## src/rtl/alu_cmd_sequencer.sv

```systemverilog
// Command-side sequencer for the 32-bit ripple ALU: decodes MIPS funct codes,
// holds registered operands for a settle window, then returns result and flags.
module alu_cmd_sequencer #(
    parameter int SETTLE_CYCLES = 1,
    parameter int CNT_W         = 16
) (
    input  logic             clk_i,
    input  logic             rst_n,
    input  logic             cmd_valid_i,
    output logic             cmd_ready_o,
    input  logic [5:0]       cmd_funct_i,
    input  logic [2:0]       cmd_cmp_i,
    input  logic [31:0]      cmd_src1_i,
    input  logic [31:0]      cmd_src2_i,
    output logic [31:0]      alu_src1_o,
    output logic [31:0]      alu_src2_o,
    output logic [3:0]       alu_ctrl_o,
    output logic [2:0]       alu_bonus_o,
    input  logic [31:0]      alu_result_i,
    input  logic             alu_zero_i,
    input  logic             alu_cout_i,
    input  logic             alu_overflow_i,
    output logic             rsp_valid_o,
    input  logic             rsp_ready_i,
    output logic [31:0]      rsp_result_o,
    output logic [2:0]       rsp_flags_o,
    output logic             rsp_err_o,
    output logic [CNT_W-1:0] op_count_o
);

    typedef enum logic [1:0] {
        IDLE,
        ISSUE,
        RESP
    } state_t;

    localparam logic [3:0] SETTLE_INIT = 4'(SETTLE_CYCLES);

    localparam logic [5:0] FUNCT_ADD  = 6'h20;
    localparam logic [5:0] FUNCT_SUB  = 6'h22;
    localparam logic [5:0] FUNCT_AND  = 6'h24;
    localparam logic [5:0] FUNCT_OR   = 6'h25;
    localparam logic [5:0] FUNCT_NOR  = 6'h27;
    localparam logic [5:0] FUNCT_NAND = 6'h28;
    localparam logic [5:0] FUNCT_SET  = 6'h2A;

    localparam logic [3:0] CTRL_AND  = 4'b0000;
    localparam logic [3:0] CTRL_OR   = 4'b0001;
    localparam logic [3:0] CTRL_ADD  = 4'b0010;
    localparam logic [3:0] CTRL_SUB  = 4'b0110;
    localparam logic [3:0] CTRL_SET  = 4'b0111;
    localparam logic [3:0] CTRL_NOR  = 4'b1100;
    localparam logic [3:0] CTRL_NAND = 4'b1101;

    localparam logic [CNT_W-1:0] COUNT_ONE = {{(CNT_W-1){1'b0}}, 1'b1};

    state_t      state;
    state_t      next_state;
    logic [3:0]  settle_cnt;
    logic        accept;
    logic        legal;
    logic        settle_done;
    logic        rsp_done;
    logic [3:0]  dec_ctrl;
    logic [2:0]  dec_bonus;

    // Only SET forwards the compare selector; every other op drives bonus low.
    always_comb begin
        dec_ctrl  = CTRL_AND;
        dec_bonus = 3'b000;
        legal     = 1'b1;
        case (cmd_funct_i)
            FUNCT_AND:  dec_ctrl = CTRL_AND;
            FUNCT_OR:   dec_ctrl = CTRL_OR;
            FUNCT_ADD:  dec_ctrl = CTRL_ADD;
            FUNCT_SUB:  dec_ctrl = CTRL_SUB;
            FUNCT_NOR:  dec_ctrl = CTRL_NOR;
            FUNCT_NAND: dec_ctrl = CTRL_NAND;
            FUNCT_SET: begin
                dec_ctrl  = CTRL_SET;
                dec_bonus = cmd_cmp_i;
            end
            default:    legal = 1'b0;
        endcase
    end

    assign accept      = cmd_valid_i && cmd_ready_o;
    // Treating a count of 1 (or a stray 0) as the final settle cycle keeps ISSUE from stalling forever.
    assign settle_done = (state == ISSUE) && (settle_cnt <= 4'd1);
    assign rsp_done    = (state == RESP) && rsp_ready_i;

    always_ff @(posedge clk_i) begin
        if (!rst_n) begin
            state <= IDLE;
        end else begin
            state <= next_state;
        end
    end

    always_comb begin
        next_state = state;
        case (state)
            IDLE: begin
                if (accept) begin
                    next_state = legal ? ISSUE : RESP;
                end
            end
            ISSUE: begin
                if (settle_done) begin
                    next_state = RESP;
                end
            end
            RESP: begin
                if (rsp_ready_i) begin
                    next_state = IDLE;
                end
            end
            default: next_state = IDLE;
        endcase
    end

    always_comb begin
        cmd_ready_o = 1'b0;
        rsp_valid_o = 1'b0;
        case (state)
            IDLE:    cmd_ready_o = 1'b1;
            RESP:    rsp_valid_o = 1'b1;
            default: ;
        endcase
    end

    // Illegal commands leave the ALU inputs untouched and go straight to an error response.
    always_ff @(posedge clk_i) begin
        if (!rst_n) begin
            settle_cnt   <= 4'd0;
            alu_src1_o   <= 32'd0;
            alu_src2_o   <= 32'd0;
            alu_ctrl_o   <= CTRL_AND;
            alu_bonus_o  <= 3'b000;
            rsp_result_o <= 32'd0;
            rsp_flags_o  <= 3'b000;
            rsp_err_o    <= 1'b0;
            op_count_o   <= '0;
        end else begin
            if (accept) begin
                if (legal) begin
                    alu_src1_o  <= cmd_src1_i;
                    alu_src2_o  <= cmd_src2_i;
                    alu_ctrl_o  <= dec_ctrl;
                    alu_bonus_o <= dec_bonus;
                    settle_cnt  <= SETTLE_INIT;
                end else begin
                    rsp_result_o <= 32'd0;
                    rsp_flags_o  <= 3'b000;
                    rsp_err_o    <= 1'b1;
                end
            end

            if (state == ISSUE) begin
                settle_cnt <= settle_cnt - 4'd1;
                if (settle_done) begin
                    rsp_result_o <= alu_result_i;
                    rsp_flags_o  <= {alu_overflow_i, alu_cout_i, alu_zero_i};
                    rsp_err_o    <= 1'b0;
                end
            end

            if (rsp_done && !rsp_err_o) begin
                op_count_o <= op_count_o + COUNT_ONE;
            end
        end
    end

endmodule

```

## config.mk

```make
export PLATFORM = sky130hd
export DESIGN_NAME = alu_cmd_sequencer
export DESIGN_NICKNAME = d
export VERILOG_FILES = /design/src/rtl/alu_cmd_sequencer.sv
export SDC_FILE = /design/constraint.sdc
export NUM_CORES = 1
export LEC_CHECK = 0
export BUFFER_PORTS_ARGS = -buffer_cell sky130_fd_sc_hd__buf_2
export CAP_MARGIN = 10
export CORE_MARGIN = 3
export CORE_UTILIZATION = 40
export DETAILED_ROUTE_END_ITERATION = 8
export PLACE_DENSITY = 0.73
export REMOVE_ABC_BUFFERS = 1
export SYNTH_ARGS = -nofsm -noshare
export SYNTH_HDL_FRONTEND = slang
export SYNTH_SLANG_ARGS = --single-unit
export TNS_END_PERCENT = 30
```

## constraint.sdc

```tcl
create_clock -name clk_i -period 1.65 [get_ports clk_i]
set_input_delay 0.4125 -clock clk_i [delete_from_list [all_inputs] [get_ports clk_i]]
set_output_delay 0.4125 -clock clk_i [all_outputs]
set_load 0.005 [all_outputs]
```

### Word level (Yosys, flattened, before mapping)

Cells that the tools add are included.

| storage, ports and cells | value |
|---|---|
| output and inout port bits | 125 |
| logic and storage cells | 62 |
| bits in registers | 129 |

| operators by class | value |
|---|---|
| add/subtract/negate cells | 2 |
| muxes and demuxes | 25 |
| order comparisons | 1 |
| reduce and logical (&&, ||, !) cells | 12 |
| eq/ne operators | 12 |

Operator list:

| operator | count |
|---|---|
| $mux W32 | 4 |
| $eq A6 B6 Y1 const B | 7 |
| $pmux W4 S6 | 1 |
| $add A16 B1 Y16 const B | 1 |
| $mux W3 | 5 |
| $mux W4 | 3 |
| $mux W2 | 4 |
| $mux W1 | 7 |
| $reduce_or A7 Y1 | 1 |
| $ne A2 B2 Y1 const B | 3 |
| $pmux W2 S3 | 1 |
| $le A4 B1 Y1 const B | 1 |
| $logic_and A1 B1 Y1 | 4 |
| $reduce_and A2 Y1 | 2 |
| $reduce_bool A2 Y1 | 2 |
| $sub A4 B1 Y4 const B | 1 |
| $reduce_and A3 Y1 | 1 |
| $eq A2 B1 Y1 const B | 1 |
| $eq A2 B2 Y1 const B | 1 |
| $logic_not A2 Y1 | 1 |
| $logic_not A1 Y1 | 1 |

### Depth between registers and ports, before layout

Gate-level depths: netlist (run 1).

| logic depth | value |
|---|---|
| depth in word-level cells | 7 |
| depth in mapped cells | 8 |
| gate-level depth less buffers | 6 |

### Least setup slack after synthesis (run 1)

OpenSTA, ideal clock, no wires.

| path | value |
|---|---|
| path type | input port to flip-flop |
| start point | input cmd_valid_i |
| end point | register alu_ctrl_o[3] |
| library setup time | 117 ps |
| path slack | -33 ps |
| stages | 4 |
| required time | 1,533 ps |
| arrival time | 1,566 ps |
| path through | or3b_4 -> a211o_1 -> a211o_1 -> a32o_1 |

| on the way | value |
|---|---|
| longest elaborated chain between the ends | 2 |

Ends and longest elaborated chain:

| item | RTL line | RTL |
|---|---|---|
| from (decl) | 9 | `input logic cmd_valid_i,` |
| $logic_and A1 B1 Y1 | 87 | `assign accept = cmd_valid_i && cmd_ready_o;` |
| $reduce_and A2 Y1 (no source line) | n/a |  |
| to (signal assigned) | 149 | `alu_ctrl_o <= dec_ctrl;` |
| to (decl) | 17 | `output logic [3:0] alu_ctrl_o,` |

No other way between the ends.
A chain may end at the register's enable or synchronous reset.

### Final worst setup path (run 1)

| path | value |
|---|---|
| start point | register state[0] |
| end point | register alu_ctrl_o[0] |

| on the way | value |
|---|---|
| longest elaborated chain between the ends | 4 |

Ends and longest elaborated chain:

| item | RTL line | RTL |
|---|---|---|
| from (decl) | 57 | `state_t state;` |
| from (signal assigned) | 96 | `state <= next_state;` |
| $logic_not A2 Y1 | 125 | `case (state)` |
| $mux W1 | 125 |  |
| $logic_and A1 B1 Y1 | 87 |  |
| $reduce_and A2 Y1 (no source line) | n/a |  |

No other way between the ends.

==> results.md, run 1 <==
Status:
- The flow ran to the end, and the final reports show no timing, DRC or antenna violations.

Critical path:
- For the worst setup path, the data required time is 1930 ps.
- The maximum fanout count along the critical path is 5.
- STA classifies the critical path endpoint as a flip-flop.
- The endpoint of the lowest-slack register-to-register path is alu_ctrl_o[0].
- STA puts the critical path data arrival time at 1920 ps.
- The element type at the critical path start is a flip-flop.
- The end of the critical path is alu_ctrl_o[0].
- The startpoint of the lowest-slack register-to-register path is state[0].
- The path type of the worst setup path is reg2reg.
- Counting cells, the worst reg-to-reg path comes to 3.
- The startpoint of the worst setup timing path is state[0].
- Across all register-to-register paths, the minimum setup slack is 10 ps.

Synth:
- The area share of xor/xnor cells in the synthesized design is 1.72%.
- The average size of a mapped cell is 9.56 um2.
- The share of the synthesized area in the top cell type is 50.7%.
- The basic-gate share of the synthesized area counting and, or, nand and nor cells is 19.1%.
- Summing the areas of all compound-gate instances in the mapped netlist gives 9.50% of the synthesized area.
- The combinational family with the most area after synthesis is simple AND/OR/NAND/NOR gates.
- The most used flip-flop cell after synthesis is sky130_fd_sc_hd__dfxtp_1.
- Measured against the total synthesized area, the mux share comes to 14.0%.
- Counting every instance in the synthesized netlist gives 533.
- The post-synthesis cell type with the largest combined area is sky130_fd_sc_hd__dfxtp_1.
- The commonest cells after synthesis are sky130_fd_sc_hd__nand2_1, sky130_fd_sc_hd__dfxtp_1, sky130_fd_sc_hd__mux2i_1.
- The number of enable flip-flop cells after synthesis is 0.
- Of the total synthesized cell area, the portion taken by full adders, half adders and majority gates is 0.736%.
- For this run, asynchronously set or reset flops after synthesis account for 0%.
- Ranked by total cell area, the synthesized netlist is headed by sky130_fd_sc_hd__dfxtp_1, sky130_fd_sc_hd__mux2i_1, sky130_fd_sc_hd__nand2_1.
- In this run, distinct cell masters in the synthesized netlist total 46.
- During synthesis, Yosys emitted a total of 0 warnings.
- The synthesized design contains 129 register bits.
- The sequential share of the synthesized area is 50.7%.
- In the post-synthesis netlist, the cell with the most instances is sky130_fd_sc_hd__nand2_1.
- The cell area that synthesis handed to floorplanning was 5100 um2.

Route:
- After the first detailed-routing iteration, the DRC count stood at 241.
- The via total after detailed routing is 4766.
- For this run, the detailed router's first-pass iteration total came to 4.
- The total detailed-routing wirelength is 14.3 mm.
- The average detailed-routed wire length per instance is 14.6 um.
- The DRC violations left is 0.
- The detail route stage leaves a number of antenna-violating nets equal to 0.
- In the routed layout, each cell is associated on average with a via count of 4.88.

STA:
- The remaining max-slew budget at the tightest pin is 74.9%.
- At the pin with the least slew margin, the transition time is 373 ps.
- On the final layout, the worst clock skew is 8.28 ps.
- Setup repair after global routing could not meet its margin everywhere.
- The worst path in the final design needs a cycle of 1640 ps, including I/O delays and setup.
- Setup violations remaining at the end of the flow were counted as 0.
- The total count of max-transition violations in the final report was 0.
- In the final timing run, aggregate negative setup slack is 0 ps.
- In the post-route analysis, the smallest setup slack over all paths is 11.0 ps.
- The minimum hold slack is 222 ps.
- The final-report hold violation count is 0.
- The fmax is 0.610 GHz.
- Of the available clock period, the critical path in the final layout requires 99.3%.

Placed design:
- Routability-driven placement finished with a final weighted congestion of 0.799.
- The number of buffers added on ports is 236.
- The minimum setup slack after placement is -201 ps.
- Summed over all nets, the half-perimeter wirelength after detailed placement is 10.4 mm.
- Counting tap cells, the placed design contains a total of 942 instances.

Clock network:
- The clock tree from TritonCTS is yes.
- The clock passes through at most 2 buffers.
- The CTS sink count is 129.
- Clock-pin slew was measured on the worst setup and hold paths at 60 ps.
- The cell sitting at the root of the clock tree is a sky130_fd_sc_hd__clkbuf_16.
- Counting the buffers created by CTS gives 17.
- The maximum level of the CTS H-tree is 4.
- The clock latency on the worst-skew pair is 410 ps.

Cells and area:
- The share of post-route cells with drive strength above 1 is 40.7%.
- The repair_antennas step left the layout with diodes totalling 0.
- Counting the fill cells in the layout gives 1059.
- The area growth from synthesis to layout is 45.4%.
- The final cell count without fillers is 976.
- At the end of the flow, the number of nets in the layout was 911.

Power and ir drop:
- The total power consumption of the routed design is 7.64 mW.
- The cell area power density is 1030 nW/um2.
- The leakage power figure is 3.44 nW.
- The maximum VDD drop is 0.758 mV.

Die:
- The die is 119 um wide.
- The boundary pin count is 237.
- The row count is 40.
- The floorplan step defined a die boundary enclosing 14100 um2.
- The die is 119 um tall.
- The core box area is 12200 um2.
- Once the floorplan was initialized, standard cells occupied 41.7% of the core.

Flow run:
- Max-cap violations in this run came to 0.

Global routing:
- The number of antenna violations at the first check in global routing came to 0.
- The maximum number of pins on one net before global-route repair is 99.
- The sum of overflow across all layers after global routing is 0.
- The global-route usage over all layers is 19.5%.
- The number of global-route vias before repair was 4736.
- The global-route wire length before repair is 22.6 mm.

Min path:
- The class of the tightest hold or removal check is in2reg.
==> metrics by stage <==
stage / util, % / area (um2)
CTS: 60.2 / 7350
global placement: 54.9 / 6700
global route: 60.7 / 7410
floorplan: - / 4900
detailed placement: 54.9 / 6700
finish: 60.7 / 7410
==> worst max-delay path: stages (launching register included) <==
cell                      delay, ps
sky130_fd_sc_hd__dfxtp_2        340
sky130_fd_sc_hd__or3b_4         440
sky130_fd_sc_hd__or3_1          410
sky130_fd_sc_hd__mux2_1         330
==> power by group <==
part | internal (mW) | switching [mW]
clock network | 2.56 | 1.35
registers | 3.16 | 0.0264
logic | 0.270 | 0.267
==> routing by layer <==
layer / wire length [um] / up-vias / part of all wire (%) / GRT usage (%)
li1: - / 2348 / - / -
met1: 5830 / 2235 / 41 / 22.4
met2: 7280 / 164 / 51 / 34.1
met3: 963 / 19 / 6.7 / 6.36
met4: 197 / 0 / 1.4 / 6.23
met5: 0 / - / 0 / 0
==> layout make-up <==
type                            count  area (um2)  share of cell area, %
Tap cell                          168         210                   2.84
Clock buffer                       22         494                   6.67
Timing Repair Buffer              279        1620                   21.8
Sequential cell                   129        2590                   34.9
Multi-Input combinational cell    363        2350                   31.7
Clock inverter                      9         129                   1.74
Inverter                            6        22.5                  0.304
==> kinds of logic after synthesis <==
group | Yosys count
multiplexers | 71
flip-flops | 129
buffers and inverters | 41
AO/OA/AOI/OAI | 61
AND/OR/NAND/NOR | 218
XOR/XNOR | 10
adder cells (fa/ha/maj) | 3
==> sequential cells by signal (all words and copies together), names as in the netlist <==
register	cells
rsp_err_o	1
alu_src1_o	32
state	2
alu_src2_o	32
rsp_result_o	32
alu_bonus_o	3
rsp_flags_o	3
settle_cnt	4
alu_ctrl_o	4
op_count_o	16
==> cell usage in the layout (no fill, tap or decap), types with 3 or more instances in the layout <==
cell type                   netlist  routed
sky130_fd_sc_hd__nor2b_1          5       5
sky130_fd_sc_hd__and2_1           3       3
sky130_fd_sc_hd__a21oi_1          7       7
sky130_fd_sc_hd__nor2_1          16      15
sky130_fd_sc_hd__xor2_1           3       3
sky130_fd_sc_hd__clkbuf_8         0       5
sky130_fd_sc_hd__nand3_1         10      10
sky130_fd_sc_hd__or3_1            3       3
sky130_fd_sc_hd__a22o_1          35      35
sky130_fd_sc_hd__clkinv_2         0       3
sky130_fd_sc_hd__dfxtp_1        129     125
sky130_fd_sc_hd__o21ai_1          3       3
sky130_fd_sc_hd__buf_6            7       3
sky130_fd_sc_hd__buf_2            9     235
sky130_fd_sc_hd__buf_12           0       8
sky130_fd_sc_hd__clkbuf_16        0      17
sky130_fd_sc_hd__nand4_1          3       3
sky130_fd_sc_hd__bufinv_16        0       3
sky130_fd_sc_hd__mux2i_1         70      69
sky130_fd_sc_hd__dfxtp_2          0       4
sky130_fd_sc_hd__xnor2_1          7       7
sky130_fd_sc_hd__buf_4            0      33
sky130_fd_sc_hd__nand2_1        147     146
sky130_fd_sc_hd__inv_1            6       6
sky130_fd_sc_hd__nand2b_1         5       5
sky130_fd_sc_hd__o21ai_0          5       5
sky130_fd_sc_hd__nor3_1           7       6
==> worst min-delay path by stage <==
| stage | to | from | slack [ps] | cells past startpoint |
|---|---|---|---|---|
| floorplan | alu_bonus_o[0] | alu_bonus_o[0] | 450 | 2 |
| global placement | alu_src2_o[6] | alu_src2_o[6] | 440 | 2 |
| detailed placement | alu_src2_o[26] | alu_src2_o[26] | 440 | 2 |
| CTS | rsp_result_o[5] | alu_result_i[5] | 200 | 2 |
| global route | rsp_result_o[5] | alu_result_i[5] | 210 | 2 |
| finish | rsp_result_o[5] | alu_result_i[5] | 220 | 2 |
==> repair_timing <==
action | CTS | global route
endpoints found under the hold margin | 0 | 0
pin swaps | 4 | 2
resized for setup | 6 | 10
setup buffers | 0 | 3
hold buffers | 0 | 0
endpoints found under the setup margin | 86 | 60
(Power assumes the default switching activity.)
==> run 2, diff against run 1 <==
BUFFER_PORTS_ARGS = -buffer_cell sky130_fd_sc_hd__buf_4   (was -buffer_cell sky130_fd_sc_hd__buf_2)
PLACE_DENSITY = 0.78   (was 0.73)
==> results.md, run 2 (same netlist as run 1, synthesis figures left out) <==
Critical path:
- The internal reg-to-reg setup slack is 20 ps.
- The data arrival time of the critical path is 1930 ps.
- The maximum fanout count along the critical path is 5.
- For the worst setup path, the data required time is 1950 ps.
- The element type at the critical path start is a flip-flop.
- The critical path is of the reg2reg type.
- The startpoint of the lowest-slack register-to-register path is state[1].
- The logic depth of the worst register-to-register path is 4.
- The endpoint of the lowest-slack register-to-register path is alu_ctrl_o[3].
- The most critical setup path has its startpoint at state[1].
- The category of the worst setup path capture point is a flip-flop.

Die:
- The die area is 14100 um2.
- The row count is 40.
- For this configuration, the core starts out at a cell density of 41.7%.
- The total area inside the core boundary comes to 12200 um2.
- The die extent in y is 119 um.
- The die is 119 um wide.
- For this design the top-level I/O count stands at 237.

Cells and area:
- The leading cell type in the layout, fill and taps excluded is sky130_fd_sc_hd__buf_4.
- With fillers left out, the area of the finished cells amounts to 7930 um2.
- The combined area of the multi-input logic cells is 2370 um2.
- The finished layout holds 968 standard cells, fillers aside.
- The share of post-route cells with drive strength above 1 is 40.3%.
- The area taken by flip-flops and latches is 2590 um2.
- Once layout is complete, the utilization of the core stands at 64.9%.
- From synthesis to final layout, the design area changed by 55.5%.
- 0 antenna diodes ended up in the layout.
- After filler insertion, the fill cell instance count of the layout stands at 1019.
- The library cells used most frequently in the layout, excluding fill and tap cells, are sky130_fd_sc_hd__buf_4, sky130_fd_sc_hd__nand2_1, sky130_fd_sc_hd__dfxtp_1, sky130_fd_sc_hd__mux2i_1, sky130_fd_sc_hd__a22o_1.
- After the last flow step, the layout net total stands at 905.
- In the final layout, the registers with the most flip-flops are alu_src1_o (32), alu_src2_o (32), rsp_result_o (32).

Global routing:
- The number of global-route vias before repair is 4880.
- For this run, the total global-route usage over all layers was measured as 20.2%.
- After global routing the overflow that remains totals 0.
- The number of antenna violations at the first check in global routing is 0.
- The first global-routing pass estimated 23.3 mm of wire.
- The maximum number of pins on one net before global-route repair is 73.

STA:
- The remaining max-slew budget at the tightest pin is 72.6%.
- Counting I/O delays and the setup requirement, the final critical path takes 1630 ps.
- Once routing completed, OpenROAD measured the worst setup slack at 17.9 ps.
- The final-report hold violation count is 0.
- The fmax is 0.613 GHz.
- Setup repair after global routing could not meet its margin everywhere.
- The transition at the pin with the smallest max-transition slack is 408 ps.
- Setup violations remaining at the end of the flow were counted as 0.
- The setup skew after layout is 8.00 ps.
- The total count of max-transition violations in the final report came to 0.
- The final critical-path share of the clock period is 98.9%.

Clock network:
- The register clock-pin slew on the reported worst setup and hold paths is 50 ps.
- The H-tree was split into 4 levels.
- The maximum clock insertion buffer count is 2.
- The tree is rooted in a sky130_fd_sc_hd__clkbuf_16.
- The number of hold-repair buffers added at the cts stage is 0.
- The CTS sink count is 129.
- Buffers inserted during clock tree synthesis total 17.
- The clock tree from TritonCTS is yes.
- The clock latency on the worst-skew pair is 410 ps.

Min path:
- The destination of the worst hold path is rsp_result_o[3].
- In this run the most critical hold path is launched from alu_result_i[3].
- Counting instances, the worst hold path has a depth of 2.
- The tightest min-delay check is of the in2reg type.

Placed design:
- Once detailed placement completed, the half-perimeter wirelength came to 10.7 mm.
- The minimum setup slack after placement is -262 ps.
- The last weighted congestion value of the routability-driven placer is 0.805.
- During placement, the flow inserted port buffers numbering 236.
- Summing all placed instances gives a cell area of 7250 um2.
- Including well taps, the total number of placed cells is 938.

Route:
- The post-detailed-route via-to-cell ratio is 4.91.
- The number of routed nets with antenna violations is 0.
- In the final routed layout, each cell accounts on average for 14.9 um.
- The number of DRC markers in iteration 0 is 278.
- Summing over every cut layer, the via total after detailed routing is 4751.
- In the routed design, unresolved DRC markers number 0.
- The first-pass iteration count of the detailed router is 4.
- The final layout contains routed wiring with a total length of 14.5 mm.

Status:
- The flow ran to the end, and the final reports show no timing, DRC or antenna violations.

Power and ir drop:
- The cell area power density is 959 nW/um2.
- Across the VDD grid, the largest voltage drop is 0.674 mV.
- The leakage power figure is 3.47 nW.

Flow run:
- The count of maximum capacitance violations is 0.
[run 2: cell count changes in the layout (fill, tap and decap cells not counted), moves of 2 or more]
cell	previous run	this run
sky130_fd_sc_hd__buf_2	235	0
sky130_fd_sc_hd__buf_4	33	264
sky130_fd_sc_hd__clkbuf_1	0	2
sky130_fd_sc_hd__clkinvlp_4	2	0
[run 2: what timing repair did]
item / CTS / global route
gates resized for setup: 8 / 12
pin swaps: 3 / 6
setup endpoints to repair: 97 / 60
buffers inserted: 1 / 0
[run 2: worst max path at each step]
stage | to | slack [ps] | cells after the start
after global routing | alu_src1_o[2] | -20 | 5
after CTS | rsp_result_o[21] | -4 | 6
after detailed placement | alu_src1_o[21] | -260 | 6
after floorplan | alu_ctrl_o[2] | -6870 | 3
final | alu_ctrl_o[3] | 20 | 4
after global placement | alu_ctrl_o[3] | -180 | 5
[run 2: critical path: stages, from the launching register on]
cell                      delay, ps
sky130_fd_sc_hd__dfxtp_2        320
sky130_fd_sc_hd__or3b_4         430
sky130_fd_sc_hd__a211o_1        270
sky130_fd_sc_hd__a211o_1        280
sky130_fd_sc_hd__a32o_1         220
[run 2: cell type report]
cell class	count	share of cell area [%]
inverters	6	0.284
clock buffers	23	6.15
repair buffers	273	27.0
well taps	168	2.65
flip-flops and latches	129	32.6
clock inverters	6	1.33
multi-input cells	363	29.9
[run 2: where the power goes]
part | internal (mW) | switching (mW) | leakage, nW | total (mW)
sequential | 3.16 | 0.0272 | 1.04 | 3.19
combinational | 0.368 | 0.271 | 2.14 | 0.639
clock | 2.50 | 1.27 | 0.295 | 3.77
total | 6.03 | 1.57 | 3.47 | 7.60
[run 2: per-stage QoR]
step / power, mW / setup TNS (ps) / hold slack, ps
after floorplan: 3.45 / -483740 / 451
final: 7.60 / 0 / 219
after CTS: 7.66 / -3.93 / 197
after global placement: 3.85 / -11570 / 443
after global routing: 7.88 / -192 / 203
after detailed placement: 3.87 / -17880 / 447
[run 2: metal layers]
layer | share of wire [%] | up-vias | track usage, %
met5 | 0 | - | 0
li1 | - | 2332 | -
met4 | 2.9 | 0 | 9.63
met3 | 7.3 | 30 | 7.17
met1 | 38 | 2206 | 22.1
met2 | 52 | 183 | 34.7
==> run 3, diff against run 2 <==
CTS_CLUSTER_DIAMETER = 150   (was not set)
PLACE_DENSITY = 0.75   (was 0.78)
clock period = 1.9 ns   (was 1.65 ns; I/O delays follow)
==> results.md, run 3 (same netlist as run 1, synthesis figures left out) <==
Status:
- The flow ran to the end, and the final reports show no timing, DRC or antenna violations.

Critical path:
- The startpoint of the lowest-slack register-to-register path is state[1].
- The worst setup path is launched from a flip-flop.
- The number of cells on the worst reg-to-reg path is 5.
- The worst register-to-register path ends at alu_src1_o[31].
- The data arrival time of the critical path is 2090 ps.
- The category of the worst setup path capture point is a flip-flop.
- The required time of the worst setup path is 2230 ps.
- Setup slack on the worst reg-to-reg path comes out at 140 ps.
- The setup path with the least slack is of type reg2reg.
- The maximum fanout count along the critical path is 22.

Clock network:
- The clock tree from TritonCTS is yes.
- Buffers added to address setup during post-CTS repair amount to 0.
- After clock tree synthesis, the clock-pin slew on the worst setup and hold paths is 50 ps.
- The CTS sink count is 129.
- Counting along the longest clock path gives a buffer depth of 2.
- The H-tree was split into 4 levels.
- The number of buffers created by CTS is 17.
- The post-cts sizing count is 0.
- CTS placed an instance of sky130_fd_sc_hd__clkbuf_16 at the clock tree root.
- The number of hold buffers added after CTS was 0.
- The clock reaches the later pin of the worst-skew pair after 400 ps.

Die:
- The row count is 40.
- The core box area is 12200 um2.
- For this configuration, the core starts out at a cell density of 41.7%.
- The die area is 14100 um2.
- The boundary pin count is 237.
- The floorplan step set the die width to 119 um.
- The die extent in y is 119 um.

Min path:
- Counting instances, the worst hold path has a depth of 2.
- The destination of the worst hold path is rsp_result_o[11].
- The class of the tightest hold or removal check is in2reg.
- The launch instance of the worst min-delay path is alu_result_i[11].

Cells and area:
- The number of antenna diodes in the final layout is 0.
- The share of post-route cells with drive strength above 1 is 37.4%.
- The net count reported at finish is 890.
- From synthesis to final layout, the design area changed by 50.2%.
- The core utilization of the finished layout is 62.7%.
- The largest registers in the layout are alu_src1_o (32), alu_src2_o (32), rsp_result_o (32).
- Leaving out fill and tap cells, the most frequent cells in the layout are sky130_fd_sc_hd__buf_4, sky130_fd_sc_hd__nand2_1, sky130_fd_sc_hd__dfxtp_1, sky130_fd_sc_hd__mux2i_1, sky130_fd_sc_hd__a22o_1.
- The leading cell type in the layout, fill and taps excluded is sky130_fd_sc_hd__buf_4.

STA:
- The minimum hold slack is 290 ps.
- Setup repair after global routing left no endpoint under its margin.
- The setup skew after layout is 8.51 ps.
- The number of setup violations in the final report is 0.
- The total count of max-transition violations in the final report is 0.
- The final critical-path share of the clock period is 92.7%.
- The fmax is 0.568 GHz.
- The final-report hold violation count is 0.
- For the finished layout, the period the worst path requires is 1760 ps.
- At the pin with the least slew margin, the transition time is 405 ps.
- The remaining max-slew budget at the tightest pin is 72.8%.
- Setup total negative slack on the finished layout was measured at 0 ps.

Route:
- The detail route stage leaves a number of antenna-violating nets equal to 0.
- The routed layout has 4724 vias.
- Using the TritonRoute via totals, the vias-per-cell ratio works out to 4.95.
- After detailed routing, the total wire length is 14.1 mm.
- The number of DRC markers in iteration 0 is 264.
- The average detailed-routed wire length per instance is 14.8 um.
- The DRC violations left is 0.
- For this run, the detailed router's first-pass iteration total came to 5.

Power and ir drop:
- The power spent charging and discharging nets is 1.35 mW.
- Net switching is 21.6% of the power.
- After layout, the design draws a total of 6.27 mW.
- Of the total power, the clock network draws 47.6%.
- The relative contribution of combinational cells to total power is 8.1%.
- Across the VDD grid, the largest voltage drop is 0.467 mV.
- The cell area power density is 819 nW/um2.
- Of the total power, registers draw 44.2%.
- The leakage power figure is 3.34 nW.
- The total internal power is 4.92 mW.

Flow run:
- Across the run, the number of max-cap violations was 0.

Placed design:
- The last weighted congestion value of the routability-driven placer is 0.851.
- Detailed placement ended at an HPWL of 10.5 mm.
- The number of buffers added on ports is 236.

Global routing:
- The sum of overflow across all layers after global routing is 0.
- Global routing consumed, over all layers together, 20.1% of the routing resources.
- The first global-routing pass estimated 23.0 mm of wire.
- The maximum number of pins on one net before global-route repair is 63.
- The number of global-route vias before repair is 4731.
- The number of antenna violations at the first check in global routing is 0.
-- run 3: changes by cell type in the layout (fill, tap and decap cells not counted), sizes merged --
cell      change
buf          -15
clkinvlp      +1
clkbuf        +1
clkinv        +1
bufinv        -2
-- run 3: worst max-delay path by stage --
stage | to | from
2_1_floorplan | alu_ctrl_o[2] | cmd_valid_i
3_3_place_gp | alu_ctrl_o[3] | cmd_valid_i
3_5_place_dp | alu_src1_o[15] | cmd_valid_i
4_1_cts | alu_src1_o[18] | state[1]
5_1_grt | alu_src1_o[1] | state[1]
6_report | alu_src1_o[31] | state[1]
-- run 3: per-layer routing --
metal | track usage (%) | part of all wire [%] | vias up
li1 | - | - | 2310
met1 | 21.8 | 38 | 2199
met2 | 34.3 | 51 | 189
met3 | 8.21 | 8.9 | 26
met4 | 8.69 | 2.2 | 0
met5 | 0 | 0 | -
-- run 3: cell type report --
cell class / instances / area (um2)
repair buffers: 258 / 2000
inverters: 6 / 22.5
flip-flops and latches: 129 / 2580
multi-input cells: 363 / 2300
clock buffers: 24 / 482
clock inverters: 6 / 57.6
fillers: 1057 / 4560
well taps: 168 / 210
-- run 3: worst max-delay path, cell delays in order, from the launching register on --
cell and delay, ps:
sky130_fd_sc_hd__dfxtp_1 350, sky130_fd_sc_hd__or3b_4 440, sky130_fd_sc_hd__nor3_2 270, sky130_fd_sc_hd__buf_4 210, sky130_fd_sc_hd__buf_12 200, sky130_fd_sc_hd__mux2i_1 210
-- run 3: metrics by stage --
step                      cells  cell area [um2]  worst slack, ps
after floorplan             498             4900            -6690
after global placement      924             7120            -4.27
after detailed placement    924             7120            -23.8
after CTS                   954             7660              127
after global routing        954             7660             40.4
final                       954             7660              139
-- run 3: power by group through the flow --
stage | Combinational, mW | Sequential [mW] | Clock, mW
global route | 0.561 | 2.78 | 3.19
floorplan | 0.170 | 2.83 | 0
global placement | 0.499 | 2.83 | 0
finish | 0.511 | 2.77 | 2.99
detailed placement | 0.512 | 2.83 | 0
CTS | 0.514 | 2.77 | 3.06
